--- config.mk ---
export PLATFORM = sky130hd
export DESIGN_NAME = sram_rd_pipe
export DESIGN_NICKNAME = d
export VERILOG_FILES = /design/src/rtl/sram_pkg.sv /design/src/rtl/sram_dp_model_rd_pipe.sv
export SDC_FILE = /design/constraint.sdc
export NUM_CORES = 1
export LEC_CHECK = 0
export ABC_AREA = 1
export CORE_MARGIN = 3
export CORE_UTILIZATION = 45
export CTS_BUF_LIST = sky130_fd_sc_hd__clkbuf_16
export CTS_CLUSTER_SIZE = 25
export DETAILED_ROUTE_END_ITERATION = 6
export DONT_BUFFER_PORTS = 1
export SLEW_MARGIN = 25
export SYNTH_ARGS = -nofsm -noshare
export SYNTH_HDL_FRONTEND = slang
export SYNTH_SLANG_ARGS = --single-unit
--- constraint.sdc ---
create_clock -name clk -period 1 [get_ports clk]
set_clock_uncertainty 0.15 [all_clocks]
set_input_delay 0.05 -clock clk [delete_from_list [all_inputs] [get_ports clk]]
set_output_delay 0.05 -clock clk [all_outputs]
set_load 0.03 [all_outputs]
--- src/rtl/sram_pkg.sv ---
// Shared constants and the byte-merge helper for the dual-port SRAM model.
// be_merge works on a fixed maximum width; callers size-cast in and out.
package sram_pkg;
    localparam int RDW_OLD     = 0;
    localparam int RDW_NEW     = 1;
    localparam int RD_LAT_MAX  = 4;
    localparam int MERGE_W_MAX = 256;
    localparam int MERGE_BE_MAX = MERGE_W_MAX / 8;

    function automatic logic [MERGE_W_MAX-1:0] be_merge(
        input logic [MERGE_W_MAX-1:0]  old_w,
        input logic [MERGE_W_MAX-1:0]  new_w,
        input logic [MERGE_BE_MAX-1:0] be
    );
        logic [MERGE_W_MAX-1:0] res;
        res = old_w;
        for (int i = 0; i < MERGE_BE_MAX; i++) begin
            if (be[i]) res[8*i +: 8] = new_w[8*i +: 8];
        end
        return res;
    endfunction
endpackage

--- src/rtl/sram_dp_model_rd_pipe.sv ---
// Per-port read pipeline: RD_LAT stages of {valid, data}; the last stage is
// the dout register, which only loads on a delivered read and so holds between reads.
module sram_rd_pipe
    import sram_pkg::*;
#(
    parameter int RD_LAT = 1,
    parameter int WIDTH  = 32
) (
    input  logic             clk,
    input  logic             rst_n,
    input  logic             issue,
    input  logic [WIDTH-1:0] din,
    output logic [WIDTH-1:0] dout,
    output logic             vld
);
    logic [RD_LAT-1:0] v_sr;
    logic [WIDTH-1:0]  d_sr [RD_LAT];

    always_ff @(posedge clk or negedge rst_n) begin
        if (!rst_n) begin
            v_sr <= '0;
            for (int i = 0; i < RD_LAT; i++) d_sr[i] <= '0;
        end else begin
            v_sr[0] <= issue;
            if (issue) d_sr[0] <= din;
            for (int i = 1; i < RD_LAT; i++) begin
                v_sr[i] <= v_sr[i-1];
                if (v_sr[i-1]) d_sr[i] <= d_sr[i-1];
            end
        end
    end

    assign vld  = v_sr[RD_LAT-1];
    assign dout = d_sr[RD_LAT-1];
endmodule

Word-level counts from Yosys, hierarchy flattened
Index checks and enable logic that the tools add are counted.
{"block": "totals", "regBits": 33, "input_bits": 35, "out_inout_bits": 33, "wordCells": 2}

Logic depth before layout (Yosys ltp)
Gate-level depths: netlist of run 1.
{"block": "logic_depth", "word_depth": 0, "ltp_mapped": 5, "depth_no_buf": 3}

Least setup slack after synthesis of run 1
No wires, ideal clock.
{"block": "synth_timing", "path_type": "register to register", "start": "reg dout[0] (netlist name)", "end": "reg d_sr (netlist bit dout[0])", "setup_time_ns": 0.117, "t_arrival_ns": 0.616, "t_required_ns": 0.733, "setup_slack_ns": 0.116, "stages_incl_launch_ff": 3, "n_path_buf": 0, "period_less_slack_ns": 0.884, "path_cell_list": "dfrtp_1 nand2_2 nand2_1"}
{"item": "to (signal, indexed assignment)", "line": "sram_dp_model_rd_pipe.sv:28", "text": "if (v_sr[i-1]) d_sr[i] <= d_sr[i-1];"}
{"item": "to (decl)", "line": "sram_dp_model_rd_pipe.sv:17", "text": "logic [WIDTH-1:0] d_sr [RD_LAT];"}

Worst setup path in the final report of run 1
{"block": "layout_timing", "start": "reg d_sr (netlist bit dout[20])", "end": "out dout[20]"}
{"item": "to (decl)", "line": "sram_dp_model_rd_pipe.sv:13", "text": "output logic [WIDTH-1:0] dout,"}
No word-level cell between the ends.

==> metrics.log, run 1 <==
INFO  metric buffer_type_at_the_clock_tree_root = clkbuf_16
INFO  metric sw_frac_of_total = 26.1%
INFO  metric peakVddDrop = 0.00162 V
INFO  metric count_of_buffer_and_inverter_cells_on_the_critical_path = 1
INFO  metric power-per-cell-area = 1700 nW/µm²
INFO  metric num-fill-cells = 147
INFO  metric maxClockFrequency = 979 MHz
INFO  metric synth-warning-count = 0
INFO  metric synth.net_count = 172
INFO  metric synthToLayoutAreaGrowth = 67.6%
INFO  metric wire_per_inst = 13.7 µm
INFO  metric tightest_slew = 0.279 ns
INFO  metric ys_ff_latch = 33
INFO  metric core.rowCount = 18
INFO  metric die_height = 60.1 µm
INFO  metric tritoncts_num_sinks = 33
INFO  metric slew_violations = 0
INFO  metric timing.critical_path.to_type = output pin
INFO  metric initialDrtViolationCount = 41
INFO  metric cp_data_arrival_time = 0.82 ns
INFO  metric mostFrequentLayoutCells = nand2_1, dfrtp_1, dlygate4sd3_1, buf_6, buf_4
INFO  metric drive_gt1_share = 30.1%
INFO  metric crit_path_cell_trace = buf_6
INFO  metric initial_antenna_violation_count = 0
INFO  metric power.static_leakage = 1.15 nW
INFO  metric period_minus_ws_final = 1.02 ns
INFO  metric timing.max_slew.rel_slack = 81.4%
INFO  metric setup-violations-final = 13
INFO  metric cp-startpoint = dout[20]$_DFFE_PN0P_
INFO  metric layout_commonest_cell = nand2_1
INFO  metric grt_start_max_net_pins = 35
INFO  metric postSynthAreaPerCell = 9.62 µm²
INFO  metric cts.path.max_buffers = 2
INFO  metric globalplace.congestion = 0.606
INFO  metric criticalPathCategory = reg2out
INFO  metric power.share.combinational = 22.7%
INFO  metric number_of_global_route_vias_before_repair = 1265
INFO  metric die_area = 3610 µm²
INFO  metric tritoncts = done
INFO  metric worstSetupStartpointType = register
INFO  metric crit_required = 0.80 ns
INFO  metric worst_path_dominant_cell_family = flip-flops
INFO  metric clk-insertion-delay-late = 0.26 ns
INFO  metric violations = negative hold slack, negative setup slack
INFO  metric post-place-cells = 192
INFO  metric detailroute.via_count = 1188
INFO  metric worst_path_largest_cell_delay = 0.40 ns
INFO  metric worst_r2r_startpoint = dout[7]$_DFFE_PN0P_
INFO  metric fin_nets = 254
INFO  metric cts.clk_slew.worst_paths = 0.05 ns
INFO  metric unrepaired_setup_endpoints_after_global_routing = yes
INFO  metric cts_buffers = 5
INFO  metric starting_density_of_the_core = 50.0%
INFO  metric global_route_wire_length_before_repair = 5500 µm
INFO  metric slowest_stage_cell_cp = dfrtp_1
INFO  metric outcome = complete, but fails checks
INFO  metric diodes = 0
INFO  metric postSynthCellCount = 137
INFO  metric pwr-share-clk = 36.0%
INFO  metric hold_viol = 66
INFO  metric timing.critical_path.fanout_max = 2
INFO  metric hold_buffers = 32
INFO  metric floorplan.io_pins = 68
INFO  metric seq_area = 826 µm²
INFO  metric cellInternalPower = 2.77 mW
INFO  metric drt-pass1-iter-count = 4
INFO  metric seq_power_share = 41.3%
INFO  metric htree_num_levels = 2
INFO  metric grt_util_all_layers = 21.0%
INFO  metric part_of_the_cycle_the_worst_path_needs = 102%
INFO  metric min-delay-path-class = in2async
INFO  metric postLayoutSetupSlackWorst = -0.0217 ns
INFO  metric drt-vias-per-instance = 4.77
INFO  metric buffer_ports.inserted = 0
INFO  metric antenna_left = 0
INFO  metric synthesis.area = 1320 µm²
INFO  metric synth_sequential_area_ratio = 62.7%
INFO  metric die_width = 60.1 µm
INFO  metric globalRoute.totalOverflow = 0
INFO  metric multi_input_area = 385 µm²
INFO  metric fin_worst_hold_slack = -0.672 ns
INFO  metric ys_types = 7
INFO  metric maxCapViolCount = 0
INFO  metric netSwitchingPower = 0.978 mW
INFO  metric post_layout_nonfiller_instances = 249
INFO  metric place_hpwl = 1780 µm
INFO  metric core_area = 2640 µm²
INFO  metric post-route-drc-count = 0
INFO  metric wl = 3410 µm
## Yosys cell counts
cell type,instances,area share [%]
buf_6,3,2.6
dfrtp_1,33,63
nand2_2,10,4.7
nand2_1,86,25
inv_8,1,0.85
clkbuf_8,3,3.1
buf_12,1,1.5
## kinds of logic after synthesis
family	count (synthesis)	share of synthesized area [%]
simple gates	96	29.2
flops	33	62.7
buf+inv	8	8.07
## final cells by class
cell class                 count  area share [%]
clock buffer                   5            5.67
clock inverter                 2           0.340
inverter                       1           0.510
multi-input combinational     96            17.5
sequential                    33            37.4
tap                           30            1.70
timing repair buffer          82            36.9
## what timing repair did
action                                  4_1_cts  5_1_grt
gates resized for setup                      32        0
buffers inserted                             10        8
endpoints found under the setup margin       32       32
endpoints found under the hold margin        66       66
## power by group through the flow
stage / Clock, mW / Combinational, mW / Sequential (mW)
3_5_place_dp: 0 / 0.577 / 1.55
4_1_cts: 1.38 / 0.801 / 1.55
5_1_grt: 1.44 / 0.907 / 1.56
2_1_floorplan: 0 / 0.175 / 1.78
3_3_place_gp: 0 / 0.567 / 1.54
6_report: 1.35 / 0.852 / 1.55
## final timing paths
kind                                        end  slack [ns]  cells past startpoint
max in group asynchronous  dout[19]$_DFFE_PN0P_        1.30                      0
min reg2reg                dout[22]$_DFFE_PN0P_        0.35                      2
min in group clk                  vld$_DFF_PN0_       -0.34                      0
min                        dout[26]$_DFFE_PN0P_       -0.67                      0
max                                    dout[20]       -0.02                      1
max reg2reg                 dout[7]$_DFFE_PN0P_        0.07                      3
## flip-flops by register name, indices dropped and copies added, names as in the netlist
name and count:
dout 32, vld 1
## through the flow
| stage | util [%] | total power, mW | instance area, µm² | setup slack (ns) | TNS [ns] |
|---|---|---|---|---|---|
| 2_1_floorplan | - | 1.95 | 1320 | 0.116 | 0 |
| 3_3_place_gp | 56.9 | 2.11 | 1500 | 0.260 | 0 |
| 3_5_place_dp | 56.9 | 2.13 | 1500 | 0.227 | 0 |
| 4_1_cts | 81.5 | 3.73 | 2150 | -0.0265 | -0.115 |
| 5_1_grt | 83.8 | 3.91 | 2210 | -0.0496 | -0.676 |
| 6_report | 83.8 | 3.75 | 2210 | -0.0217 | -0.0781 |
## metal layers
metal | track usage [%] | up-vias | part of all wire [%]
met5 | 0 | - | 0
met3 | 5.62 | 2 | 6.0
met4 | 5.70 | 0 | 0.56
li1 | - | 571 | -
met1 | 20.7 | 575 | 35
met2 | 41.8 | 40 | 59
No activity file was read; power rests on OpenSTA's default activity.
==> run 2: changes to the inputs <==
Settings changed: SETUP_SLACK_MARGIN set to 0.1.
==> metrics.log, run 2 (synthesized netlist as in run 1, its figures left out) <==
INFO  metric outcome = complete, but fails checks
INFO  metric violations = negative hold slack, negative setup slack
INFO  metric globalRoute.totalOverflow = 0 (unchanged)
INFO  metric place_hpwl = 1780 µm (unchanged)
INFO  metric maxCapViolCount = 0 (unchanged)
INFO  metric core_area = 2640 µm² (unchanged)
INFO  metric diodes = 0 (unchanged)
INFO  metric tightest_slew = 0.240 ns (-0.0389 ns)
INFO  metric synthToLayoutAreaGrowth = 73.0%
INFO  metric unrepaired_setup_endpoints_after_global_routing = yes
INFO  metric global_route_wire_length_before_repair = 5520 µm (+0.38%)
INFO  metric worst_path_dominant_cell_family = flip-flops
INFO  metric worst_path_largest_cell_delay = 0.40 ns (about the same)
INFO  metric buffer_type_at_the_clock_tree_root = clkbuf_16
INFO  metric initialDrtViolationCount = 65 (+59%)
INFO  metric criticalPathCategory = reg2out
INFO  metric post_layout_nonfiller_instances = 251 (+0.80%)
INFO  metric number_of_global_route_vias_before_repair = 1289 (+1.9%)
INFO  metric crit_path_cell_trace = buf_6
INFO  metric hold_buffers = 32 (unchanged)
INFO  metric drive_gt1_share = 34.8% (+4.7 points)
INFO  metric power.static_leakage = 1.17 nW (+2.2%)
INFO  metric min-delay-path-class = in2async
INFO  metric part_of_the_cycle_the_worst_path_needs = 102% (about the same)
INFO  metric count_of_buffer_and_inverter_cells_on_the_critical_path = 1 (unchanged)
INFO  metric htree_num_levels = 2 (unchanged)
INFO  metric wire_per_inst = 15.0 µm (+9.2%)
INFO  metric slowest_stage_cell_cp = dfrtp_1
INFO  metric detailroute.via_count = 1198 (+0.84%)
INFO  metric drt-vias-per-instance = 4.77 (about the same)
INFO  metric period_minus_ws_final = 1.02 ns (-0.000141 ns)
INFO  metric peakVddDrop = 0.00149 V (-8.1%)
INFO  metric core.rowCount = 18 (unchanged)
INFO  metric largest_register_ff_count = 32 (unchanged)
INFO  metric post-place-cells = 192 (unchanged)
INFO  metric power-per-cell-area = 1670 nW/µm² (-1.7%)
INFO  metric clk-insertion-delay-late = 0.26 ns (about the same)
INFO  metric die_area = 3610 µm² (unchanged)
INFO  metric floorplan.io_pins = 68 (unchanged)
INFO  metric fin_util = 86.5% (+2.7 points)
INFO  metric worst_r2r_startpoint = dout[7]$_DFFE_PN0P_
INFO  metric fin_nets = 256 (+0.79%)
INFO  metric post-route-drc-count = 0 (unchanged)
INFO  metric die_height = 60.1 µm (unchanged)
INFO  metric hold_viol = 66 (unchanged)
INFO  metric tritoncts_num_sinks = 33 (unchanged)
INFO  metric maxClockFrequency = 979 MHz (about the same)
INFO  metric cts.clk_slew.worst_paths = 0.05 ns (about the same)
INFO  metric starting_density_of_the_core = 50.0% (unchanged)
INFO  metric cts_buffers = 5 (unchanged)
INFO  metric postLayoutSetupSlackWorst = -0.0215 ns (+0.000141 ns)
INFO  metric initial_antenna_violation_count = 0 (unchanged)
INFO  metric crit_required = 0.80 ns (about the same)
INFO  metric grt_util_all_layers = 21.1% (+0.055 points)
INFO  metric layout_commonest_cell = nand2_1
INFO  metric finish.instance_area = 2280 µm² (+3.2%)
INFO  metric reg2regPathDepth = 3 (unchanged)
INFO  metric cts.path.max_buffers = 2 (unchanged)
INFO  metric wl = 3760 µm (+10%)
INFO  metric timing.max_slew.rel_slack = 84.0% (+2.6 points)
INFO  metric setup-violations-final = 21 (+8)
INFO  metric tritoncts = done
INFO  metric crit-reg2reg-capture = dout[7]$_DFFE_PN0P_
INFO  metric fin_worst_hold_slack = -0.673 ns (-0.000441 ns)
INFO  metric globalplace.congestion = 0.606 (unchanged)
INFO  metric cp_data_arrival_time = 0.82 ns (about the same)
INFO  metric timing.critical_path.to_type = output pin
INFO  metric timing.critical_path.fanout_max = 2 (unchanged)
INFO  metric slew_violations = 0 (unchanged)
INFO  metric mostFrequentLayoutCells = nand2_1, buf_6, dfrtp_1, dlygate4sd3_1, nand2_2
INFO  metric die_width = 60.1 µm (unchanged)
INFO  metric worstSetupStartpointType = register
INFO  metric grt_start_max_net_pins = 35 (unchanged)
INFO  metric reg2reg_slack = 0.08 ns (about the same)
INFO  metric antenna_left = 0 (unchanged)
INFO  metric buffer_ports.inserted = 0 (unchanged)
INFO  metric area_after_dpl = 1500 µm² (unchanged)
INFO  metric drt-pass1-iter-count = 4 (unchanged)
run 2: cell types whose count changed in the layout (fill, tap and decap cells not counted), sizes merged:
cell,before,now
buf,50,52
run 2: worst max-delay path by stage:
stage | depth (start not counted) | startpoint | to | slack (ns)
after floorplan | 2 | dout[0]$_DFFE_PN0P_ | dout[0]$_DFFE_PN0P_ | 0.12
after global placement | 1 | dout[1]$_DFFE_PN0P_ | dout[1] | 0.26
after detailed placement | 2 | dout[8]$_DFFE_PN0P_ | dout[8]$_DFFE_PN0P_ | 0.23
after CTS | 1 | dout[7]$_DFFE_PN0P_ | dout[7] | -0.03
after global routing | 1 | dout[20]$_DFFE_PN0P_ | dout[20] | -0.05
final | 1 | dout[20]$_DFFE_PN0P_ | dout[20] | -0.02
run 2: where the power goes:
| part | switching [mW] | internal, mW | total, mW | leakage, nW |
|---|---|---|---|---|
| Sequential | 0.0986 | 1.46 | 1.56 | 0.400 |
| Clock | 0.458 | 0.885 | 1.34 | 0.0685 |
| Combinational | 0.444 | 0.462 | 0.906 | 0.704 |
| Total | 1.00 | 2.80 | 3.80 | 1.17 |
run 2: area by class of cell:
type	count	area (µm²)
clock buffers	5	125
clock inverters	2	7.51
repair buffers	84	861
inverters	1	11.3
fillers	134	355
flip-flops and latches	33	827
multi-input cells	96	410
well taps	30	37.5
run 2: repair_timing:
action,in CTS,in global routing
gates resized for setup,33,17
setup endpoints to repair,33,45
setup buffers,13,7
pin swaps,0,2
endpoints found under the hold margin,66,66
run 2: per-layer routing:
| layer | GRT usage (%) | part of all wire [%] |
|---|---|---|
| met5 | 0 | 0 |
| met4 | 5.70 | 0 |
| met3 | 5.62 | 5.2 |
| met2 | 42.0 | 60 |
| met1 | 20.8 | 35 |
run 2: stage by stage:
| stage | total power, mW | TNS (ns) | worst slack (ns) |
|---|---|---|---|
| floorplan | 1.95 | 0 | 0.116 |
| global placement | 2.11 | 0 | 0.260 |
| detailed placement | 2.13 | 0 | 0.227 |
| CTS | 3.74 | -0.115 | -0.0265 |
| global route | 3.96 | -0.745 | -0.0459 |
| finish | 3.80 | -0.102 | -0.0215 |
==> run 3: changes to the inputs <==
Clock period 1 ns to 1.3 ns, I/O delays scaled along.
==> metrics.log, run 3 (synthesized netlist as in run 1, its figures left out) <==
INFO  metric count_of_buffer_and_inverter_cells_on_the_critical_path = 3 (+2)
INFO  metric crit_path_cell_trace = dlygate4sd3_1 > buf_12 > inv_8 > nand2_1 > nand2_1
INFO  metric drt-pass1-iter-count = 4 (unchanged)
INFO  metric die_height = 60.1 µm (unchanged)
INFO  metric starting_density_of_the_core = 50.0% (unchanged)
INFO  metric floorplan.io_pins = 68 (unchanged)
INFO  metric grt_util_all_layers = 16.6% (-4.4 points)
INFO  metric wire_per_inst = 13.8 µm (-7.8%)
INFO  metric period_minus_ws_final = 1.11 ns
INFO  metric maxCapViolCount = 0 (unchanged)
INFO  metric tritoncts = done
INFO  metric detailroute.via_count = 950 (-21%)
INFO  metric reg2reg_slack = 0.36 ns (+0.28 ns)
INFO  metric layout_commonest_cell = nand2_1
INFO  metric worst_path_dominant_cell_family = buffers and inverters
INFO  metric wl = 2810 µm (-25%)
INFO  metric peakVddDrop = 0.00115 V (-23%)
INFO  metric worst_r2r_startpoint = dout[7]$_DFFE_PN0P_
INFO  metric worst_path_largest_cell_delay = 0.57 ns (+0.17 ns)
INFO  metric final_tns_setup = 0 ns (+0.102 ns)
INFO  metric reg2regPathDepth = 2 (-1)
INFO  metric fin_nets = 208 (-19%)
INFO  metric timing.critical_path.to_type = register
INFO  metric mostFrequentLayoutCells = nand2_1, dlygate4sd3_1, dfrtp_1
INFO  metric cp_data_arrival_time = 1.16 ns (+0.34 ns)
INFO  metric crit_required = 1.35 ns (+0.55 ns)
INFO  metric cp-startpoint = issue
INFO  metric maxClockFrequency = 901 MHz
INFO  metric place_hpwl = 1580 µm (-11%)
INFO  metric power.total = 2.66 mW (-30%)
INFO  metric timing.critical_path.fanout_max = 34 (+32)
INFO  metric dp_worst_setup_slack = 0.378 ns (+0.151 ns)
INFO  metric buffer_type_at_the_clock_tree_root = clkbuf_16
INFO  metric postCtsResizedCells = 0 (-100%)
INFO  metric cts.clk_slew.worst_paths = 0.05 ns (about the same)
INFO  metric core_area = 2640 µm² (unchanged)
INFO  metric min-delay-path-class = in2async
INFO  metric setup-violations-final = 0 (-100%)
INFO  metric unrepaired_setup_endpoints_after_global_routing = no
INFO  metric crit_path_end = dout[17]$_DFFE_PN0P_
INFO  metric cts.path.max_buffers = 2 (unchanged)
INFO  metric cts_buffers = 5 (unchanged)
INFO  metric part_of_the_cycle_the_worst_path_needs = 85.3%
INFO  metric worstSetupStartpointType = input pin
INFO  metric outcome = complete, no violations
INFO  metric hold_viol = 0 (-100%)
INFO  metric slowest_stage_cell_cp = dlygate4sd3_1
INFO  metric power-per-cell-area = 1500 nW/µm² (-10%)
INFO  metric die_area = 3610 µm² (unchanged)
INFO  metric timing.max_slew.rel_slack = 77.1% (-6.9 points)
INFO  metric globalRoute.totalOverflow = 0 (unchanged)
INFO  metric diodes = 0 (unchanged)
INFO  metric htree_num_levels = 2 (unchanged)
INFO  metric crit-reg2reg-capture = dout[7]$_DFFE_PN0P_
INFO  metric antenna_left = 0 (unchanged)
INFO  metric global_route_wire_length_before_repair = 4320 µm (-22%)
INFO  metric largest_register_ff_count = 32 (unchanged)
INFO  metric core.rowCount = 18 (unchanged)
INFO  metric number_of_global_route_vias_before_repair = 969 (-25%)
INFO  metric clk-insertion-delay-late = 0.26 ns (about the same)
INFO  metric post-route-drc-count = 0 (unchanged)
INFO  metric criticalPathCategory = in2reg
INFO  metric postLayoutSetupSlackWorst = 0.191 ns (+0.212 ns)
INFO  metric initial_antenna_violation_count = 0 (unchanged)
INFO  metric num-fill-cells = 212 (+58%)
INFO  metric die_width = 60.1 µm (unchanged)
INFO  metric drive_gt1_share = 10.9% (-24 points)
INFO  metric initialDrtViolationCount = 21 (-68%)
INFO  metric tritoncts_num_sinks = 33 (unchanged)
INFO  metric globalplace.congestion = 0.584 (-3.5%)
INFO  metric power.static_leakage = 0.919 nW (-22%)
INFO  metric slew_violations = 0 (unchanged)
INFO  metric path_depth = 5 (+4)
INFO  metric critical-path-top-cell-by-count = nand2_1
INFO  metric grt_start_max_net_pins = 35 (unchanged)
INFO  metric tightest_slew = 0.344 ns (+0.104 ns)
INFO  metric synthToLayoutAreaGrowth = 34.9%
INFO  metric buffer_ports.inserted = 0 (unchanged)
INFO  metric drt-vias-per-instance = 4.66 (-2.4%)
==> run 3: cell count changes in the layout (fill, tap and decap cells not counted), moves of 2 or more <==
cell | before | now
buf_6 | 40 | 0
buf_12 | 0 | 2
nand2_2 | 17 | 10
buf_4 | 12 | 0
nand2_1 | 78 | 86
dlygate4sd3_1 | 32 | 34
==> run 3: how the worst min path moves through the flow <==
stage | start | cells past startpoint | endpoint | slack (ns)
after floorplan | rst_n | 0 | dout[0]$_DFFE_PN0P_ | -0.38
after global placement | rst_n | 0 | dout[0]$_DFFE_PN0P_ | -0.38
after detailed placement | rst_n | 0 | dout[0]$_DFFE_PN0P_ | -0.38
after CTS | rst_n | 2 | dout[2]$_DFFE_PN0P_ | 0.11
after global routing | rst_n | 2 | dout[8]$_DFFE_PN0P_ | 0.14
final | rst_n | 2 | dout[30]$_DFFE_PN0P_ | 0.12
==> run 3: cell type report <==
cell class | instances | area, µm² | share of cell area [%]
repair buffers | 36 | 380 | 21.4
flip-flops and latches | 33 | 826 | 46.4
multi-input cells | 96 | 385 | 21.7
well taps | 30 | 37.5 | 2.11
inverters | 1 | 11.3 | 0.633
clock inverters | 3 | 12.5 | 0.704
clock buffers | 5 | 125 | 7.04
==> run 3: repair_timing <==
item / CTS / global route
hold endpoints to repair: 66 / 0
hold buffers: 36 / 0
buffers inserted: 0 / 0
==> run 3: metal layers <==
layer	up-vias	track usage [%]	routed length [µm]
met5	-	0	0
met4	0	5.70	7
met3	2	4.54	211
met2	43	31.5	1550
met1	426	17.3	1040
li1	479	-	-
==> run 3: per-stage QoR <==
| stage | cells | hold slack (ns) | instance area, µm² | util, % |
|---|---|---|---|---|
| 5_1_grt | 204 | 0.137 | 1780 | 67.5 |
| 3_3_place_gp | 160 | -0.380 | 1260 | 47.8 |
| 3_5_place_dp | 160 | -0.380 | 1260 | 47.8 |
| 4_1_cts | 204 | 0.114 | 1780 | 67.5 |
| 6_report | 204 | 0.125 | 1780 | 67.5 |
| 2_1_floorplan | 137 | -0.381 | 1320 | - |
==> run 3: worst register-to-register path, cell delays in order, from the launching register on <==
cell and delay [ns]:
dfrtp_1 0.50, nand2_2 0.13, nand2_1 0.05
==> run 3: where the power goes <==
part	internal [mW]	total, mW	switching [mW]
Sequential	1.12	1.37	0.253
Combinational	0.125	0.242	0.117
Clock	0.689	1.05	0.363
Total	1.93	2.66	0.733
